<file path="src/rtl/mode_ff_bank_if.sv">
`timescale 1ns/1ps
`default_nettype none
// ============================================================================
//  Module   : mode_ff_bank_if
//  Purpose  : Signal bundle for the mode-selectable flip-flop bank.
//             The master drives the controls and operands; the slave (the
//             bank) drives the stored state and the error reporting.
//  Signals  : mode[1:0]      00=SR 01=JK 10=D 11=T
//             e/a/b[WIDTH]   per-bit enable, first and second operand
//             clr_err        synchronous clear of err_sticky / err_cnt
//             q/qb[WIDTH]    stored state and its complement
//             err[WIDTH]     per-bit illegal-SR flag from the last edge
//             err_sticky     any illegal event since the last clear
//             err_cnt[CNT_W] saturating count of illegal edges
//  Revision : 1.0 - initial release
// ============================================================================
interface mode_ff_bank_if #(
  parameter int WIDTH = 8,
  parameter int CNT_W = 8
);
  logic [1:0]       mode;
  logic [WIDTH-1:0] e;
  logic [WIDTH-1:0] a;
  logic [WIDTH-1:0] b;
  logic             clr_err;
  logic [WIDTH-1:0] q;
  logic [WIDTH-1:0] qb;
  logic [WIDTH-1:0] err;
  logic             err_sticky;
  logic [CNT_W-1:0] err_cnt;

  modport master (
    output mode, e, a, b, clr_err,
    input  q, qb, err, err_sticky, err_cnt
  );

  modport slave (
    input  mode, e, a, b, clr_err,
    output q, qb, err, err_sticky, err_cnt
  );
endinterface
`default_nettype wire

</file>
<file path="src/rtl/mode_ff_bank.sv">
`timescale 1ns/1ps
`default_nettype none
// ============================================================================
//  Module   : mode_ff_bank
//  Purpose  : WIDTH independent edge-triggered storage bits. A single global
//             mode selects SR, JK, D or T next-state behaviour for all bits.
//             Illegal SR events (S=R=1) hold the bit and are reported via a
//             per-bit flag, a sticky flag and a saturating event counter.
//  Ports    : clk      rising-edge clock
//             rst_n    asynchronous active-low reset
//             bus      mode_ff_bank_if.slave
//                        in : mode, e, a, b, clr_err
//                        out: q, qb, err, err_sticky, err_cnt
//  Revision : 1.0 - initial release
// ============================================================================
module mode_ff_bank #(
  parameter int               WIDTH   = 8,
  parameter int               CNT_W   = 8,
  parameter logic [WIDTH-1:0] RST_VAL = '0
) (
  input  wire logic      clk,
  input  wire logic      rst_n,
  mode_ff_bank_if.slave  bus
);

  localparam logic [1:0]       MODE_SR = 2'b00;
  localparam logic [1:0]       MODE_JK = 2'b01;
  localparam logic [1:0]       MODE_D  = 2'b10;
  localparam logic [1:0]       MODE_T  = 2'b11;
  localparam logic [CNT_W-1:0] CNT_MAX = {CNT_W{1'b1}};

  logic [WIDTH-1:0] q;
  logic [WIDTH-1:0] err;
  logic             err_sticky;
  logic [CNT_W-1:0] err_cnt;

  logic [WIDTH-1:0] next_q;
  logic [WIDTH-1:0] illegal;
  logic             illegal_any;

  // Per-bit next-state selection. A disabled bit always holds.
  for (genvar i = 0; i < WIDTH; i++) begin : g_bit
    logic nq;

    always_comb begin
      nq = q[i];
      if (bus.e[i]) begin
        case (bus.mode)
          MODE_SR: begin
            // S=R=1 falls through to hold so the bit never goes unknown.
            if (bus.a[i] && !bus.b[i])      nq = 1'b1;
            else if (!bus.a[i] && bus.b[i]) nq = 1'b0;
            else                            nq = q[i];
          end
          MODE_JK: begin
            case ({bus.a[i], bus.b[i]})
              2'b01:   nq = 1'b0;
              2'b10:   nq = 1'b1;
              2'b11:   nq = ~q[i];
              default: nq = q[i];
            endcase
          end
          MODE_D:  nq = bus.a[i];
          MODE_T:  nq = bus.a[i] ? ~q[i] : q[i];
          default: nq = q[i];
        endcase
      end
    end

    assign next_q[i]  = nq;
    assign illegal[i] = (bus.mode == MODE_SR) & bus.e[i] & bus.a[i] & bus.b[i];
  end

  assign illegal_any = |illegal;

  always_ff @(posedge clk or negedge rst_n) begin
    if (!rst_n) begin
      q          <= RST_VAL;
      err        <= '0;
      err_sticky <= 1'b0;
      err_cnt    <= '0;
    end else begin
      q   <= next_q;
      err <= illegal;
      // Clear has priority: an illegal event on a clearing edge is dropped.
      if (bus.clr_err) begin
        err_sticky <= 1'b0;
        err_cnt    <= '0;
      end else if (illegal_any) begin
        err_sticky <= 1'b1;
        if (err_cnt != CNT_MAX) begin
          err_cnt <= err_cnt + 1'b1;
        end
      end
    end
  end

  assign bus.q          = q;
  assign bus.qb         = ~q;
  assign bus.err        = err;
  assign bus.err_sticky = err_sticky;
  assign bus.err_cnt    = err_cnt;

endmodule
`default_nettype wire

</file>
<file path="src/flat_wrapper.sv">
// flat-port wrapper written by rule: the top's interface ports become plain ports
module mode_ff_bank_flat 
#(
  parameter int               WIDTH   = 8,
  parameter int               CNT_W   = 8,
  parameter logic [WIDTH-1:0] RST_VAL = '0
)
  (clk, rst_n, bus_mode, bus_e, bus_a, bus_b, bus_clr_err, bus_q, bus_qb, bus_err, bus_err_sticky, bus_err_cnt);
  mode_ff_bank_if #(.WIDTH(WIDTH), .CNT_W(CNT_W)) bus_i ();
  input  wire logic clk;
  input  wire logic rst_n;
  input wire logic [$bits(bus_i.mode)-1:0] bus_mode;
  input wire logic [$bits(bus_i.e)-1:0] bus_e;
  input wire logic [$bits(bus_i.a)-1:0] bus_a;
  input wire logic [$bits(bus_i.b)-1:0] bus_b;
  input wire logic [$bits(bus_i.clr_err)-1:0] bus_clr_err;
  output wire logic [$bits(bus_i.q)-1:0] bus_q;
  output wire logic [$bits(bus_i.qb)-1:0] bus_qb;
  output wire logic [$bits(bus_i.err)-1:0] bus_err;
  output wire logic [$bits(bus_i.err_sticky)-1:0] bus_err_sticky;
  output wire logic [$bits(bus_i.err_cnt)-1:0] bus_err_cnt;
  assign bus_i.mode = bus_mode;
  assign bus_i.e = bus_e;
  assign bus_i.a = bus_a;
  assign bus_i.b = bus_b;
  assign bus_i.clr_err = bus_clr_err;
  assign bus_q = bus_i.q;
  assign bus_qb = bus_i.qb;
  assign bus_err = bus_i.err;
  assign bus_err_sticky = bus_i.err_sticky;
  assign bus_err_cnt = bus_i.err_cnt;
  mode_ff_bank #(.WIDTH(WIDTH), .CNT_W(CNT_W), .RST_VAL(RST_VAL)) u_core (.clk(clk), .rst_n(rst_n), .bus(bus_i));
endmodule
</file>
<file path="config.mk">
export PLATFORM = sky130hd
export DESIGN_NAME = mode_ff_bank_flat
export DESIGN_NICKNAME = d
export VERILOG_FILES = /design/src/rtl/mode_ff_bank_if.sv /design/src/rtl/mode_ff_bank.sv /design/src/flat_wrapper.sv
export SDC_FILE = /design/constraint.sdc
export NUM_CORES = 1
export LEC_CHECK = 0
export ABC_AREA = 1
export CAP_MARGIN = 20
export CELL_PAD_IN_SITES_DETAIL_PLACEMENT = 0
export CELL_PAD_IN_SITES_GLOBAL_PLACEMENT = 1
export CORE_ASPECT_RATIO = 1.5
export CORE_MARGIN = 1
export CORE_UTILIZATION = 29
export CTS_CLUSTER_DIAMETER = 40
export DETAILED_ROUTE_END_ITERATION = 8
export PLACE_DENSITY = 0.85
export RECOVER_POWER = 100
export SLEW_MARGIN = 30
export SYNTH_ARGS = -nofsm -noshare
export SYNTH_HDL_FRONTEND = slang
export SYNTH_SLANG_ARGS = --single-unit
</file>
<file path="constraint.sdc">
create_clock -name clk -period 1.1 [get_ports clk]
set_input_delay 0.22 -clock clk [delete_from_list [all_inputs] [get_ports clk]]
set_output_delay 0.22 -clock clk [all_outputs]
set_load 0.005 [all_outputs]
</file>
==> results.cfg <==
[logic_synthesis]
synthTopCellsByArea = dfrtp_1, ha_1, nand2_1, inv_1, o21ai_0
synth.avg_cell_area_um2 = 7.159
yosysSeqAreaShare_pct = 32.01
ys_top_cells_by_count = nand2_1, inv_1, dfrtp_1, nor2_1, o21ai_0
synth_edf_count = 0
ys_warn_count = 0
synth.largest_area_cell = dfrtp_1
syn_nets = 321
post-synth-top-count-cell = nand2_1
syn_inst = 273
ys_seq_elements = 25
yosys.area.top_type_share_pct = 32.01
syn_area_um2 = 1954
async_flop_share_pct = 100.0
synth_cell_types = 29
synthFlopType = dfrtp_1

[setup_path]
worstReg2RegEnd = u_core.bus.err_cnt[4]
cp.required_ns = 1.27
crit_path_max_fanout = 6
critPathCapture = u_core.bus.err_cnt[4]
cp.arrival_ns = 1.51
critPathLaunch = u_core.bus.err_cnt[0]
r2r_cells = 7
worst-r2r-setup-slack_ns = -0.24
start_kind = flip-flop
critPathKind = flip-flop to flip-flop
critPathCaptureType = flip-flop
rr_startpoint = u_core.bus.err_cnt[0]

[drt]
vias = 2442
firstDrtPassIters = 4
vias_per_cell = 4.770
wl_per_cell_um = 13.09
routed_wl_mm = 6.702
drc_errors = 0
drt_iter0_drc = 104
antenna_left = 0

[cts]
htree_levels = 1
clk_path_buf_depth = 2
tritoncts = done
clk_latency_ns = 0.27
clk_root_buffer_cell = clkbuf_8
cts.sinks = 25
cts_made_buffers = 3
holdBufCountCts = 0
path_clk_slew_ns = 0.09

[final_layout]
stdcell_count = 512
area_growth_pct = 87.58
fillers = 583
multiInputGateArea_um2 = 1369
regArea_um2 = 626.9
finalNetCount = 484
drive_gt1_share_pct = 49.43

[timing]
tightest_slew_ns = 0.6694
finalHoldViolCount = 0
max_freq_mhz = 744.7
period_minus_slack_ns = 1.343
maxSlewHeadroom_pct = 55.37
rsz0062_at_grt = true
whs_ns = 0.3456
finalSetupViolCount = 30
layout_setup_ws_ns = -0.2429
finalMaxSlewViolations = 0
fin_crit_sh_pct = 122.1
skew_ns = 0.001086

[placed_design]
place_inst = 462
port_buffers = 61
post-dp-hpwl_mm = 4.379
gp_congestion = 0.8152

[die]
core_area_um2 = 6486
ios = 62
die_x_um = 69.03
die_height_um = 102.5
die_area_um2 = 7078
initial_core_util_pct = 30.13
fp-row-count = 36

[power]
ir_drop_mv = 0.4796
p_leak_uw = 0.002041
finalPower_uw = 3011
powerDensity_nw_per_um2 = 821.2

[hold_path]
hold_class = input port to flip-flop

[job]
cap_violations = 0

[run_status]
violations = negative setup slack
outcome = finished with violations

[global_routing]
grt_pass1_wl_mm = 10.47
track_usage_pct = 18.05
grt_max_degree = 26
grt_pass1_vias = 2403
antenna_found_initial = 0
gr-total-overflow = 0
[cells by family after synthesis]
logic type	synth area share (%)
buffers and inverters	12.80
XOR/XNOR	1.345
AO/OA/AOI/OAI	10.69
adder cells (fa/ha/maj)	12.16
AND/OR/NAND/NOR	30.99
flip-flops	32.01
[worst min path at each step]
stage	cells past startpoint	startpoint	slack [ns]	end
after global placement	2	u_core.bus.err_sticky	0.51	u_core.bus.err_sticky
after floorplan	0	rst_n	-0.08	u_core.bus.err[0]
after global routing	5	bus_a[7]	0.36	u_core.bus.err[7]
after detailed placement	2	u_core.bus.err_sticky	0.52	u_core.bus.err_sticky
final	5	bus_a[7]	0.35	u_core.bus.err[7]
after CTS	2	rst_n	0.29	u_core.bus.err_cnt[1]
[cells in the final DEF (no fill, tap or decap), types with 2 or more instances in the layout]
master / count
a211oi_1: 2
inv_2: 8
xor2_1: 2
clkbuf_1: 9
clkdlybuf4s50_1: 2
ha_1: 15
o21ai_1: 11
ha_2: 3
clkdlybuf4s15_1: 2
o21ai_0: 6
nand4_1: 9
clkbuf_8: 3
nor2_4: 5
clkbuf_2: 17
buf_2: 4
dfrtp_1: 24
o21ai_2: 4
inv_1: 41
inv_4: 7
nor2_2: 6
nand3_1: 4
buf_6: 37
nand2_1: 46
o221ai_1: 2
o221ai_2: 3
nand4_4: 2
or2_1: 4
dlygate4sd2_1: 13
nand2_4: 3
nand2_2: 13
buf_4: 72
nor3_2: 9
nor2_1: 18
nand3_2: 11
o21bai_1: 2
[timing repair]
item	4_1_cts	5_1_grt
hold endpoints to repair	0	0
gates cloned	3	0
resized for setup	229	83
setup endpoints to repair	54	43
setup buffers	40	5
pin swaps	39	31
[through the flow]
step	setup WS, ns	util [%]	cell area (µm²)	TNS (ns)
floorplan	-0.08496	-	1989	-1.034
global placement	-0.6680	47.78	3099	-13.78
detailed placement	-0.7120	47.78	3099	-14.34
CTS	-0.1719	55.52	3601	-2.154
global route	-0.2949	56.48	3664	-4.346
finish	-0.2429	56.52	3666	-2.829
[where the power goes]
part,internal (µW),switching (µW),leakage (µW),total (µW)
logic,787,613,0.00169,1400
clock network,257,304,0.0000217,560
registers,989,61.1,0.000333,1050
[routing by layer]
| layer | global-route usage (%) | share of wire, % | vias up |
|---|---|---|---|
| li1 | - | - | 1203 |
| met1 | 19.27 | 37 | 1162 |
| met2 | 36.15 | 58 | 65 |
| met3 | 2.053 | 3.8 | 12 |
| met4 | 6.593 | 1.8 | 0 |
| met5 | 0 | 0 | - |
[flip-flops by register name (all words and copies together), names as in the netlist]
signal	flops
u_core.bus.err	8
u_core.bus.err_cnt	8
u_core.bus.q	8
u_core.bus.err_sticky	1
[worst max-delay path: stages (launching register included)]
cell and delay, ns:
dfrtp_2 0.44, buf_6 0.13, ha_4 0.18, nand3_2 0.07, xor2_1 0.21, inv_1 0.08, nand4_1 0.09, nand2_1 0.05
[area by class of cell]
cell class                 count  area share (%)
sequential                    25           17.10
timing repair buffer         159           35.02
tap                           76           2.594
clock inverter                 1          0.2048
inverter                      58           6.553
antenna                        1         0.06826
clock buffer                   3           1.126
multi-input combinational    189           37.34
Power figures use the tool's default switching activity.
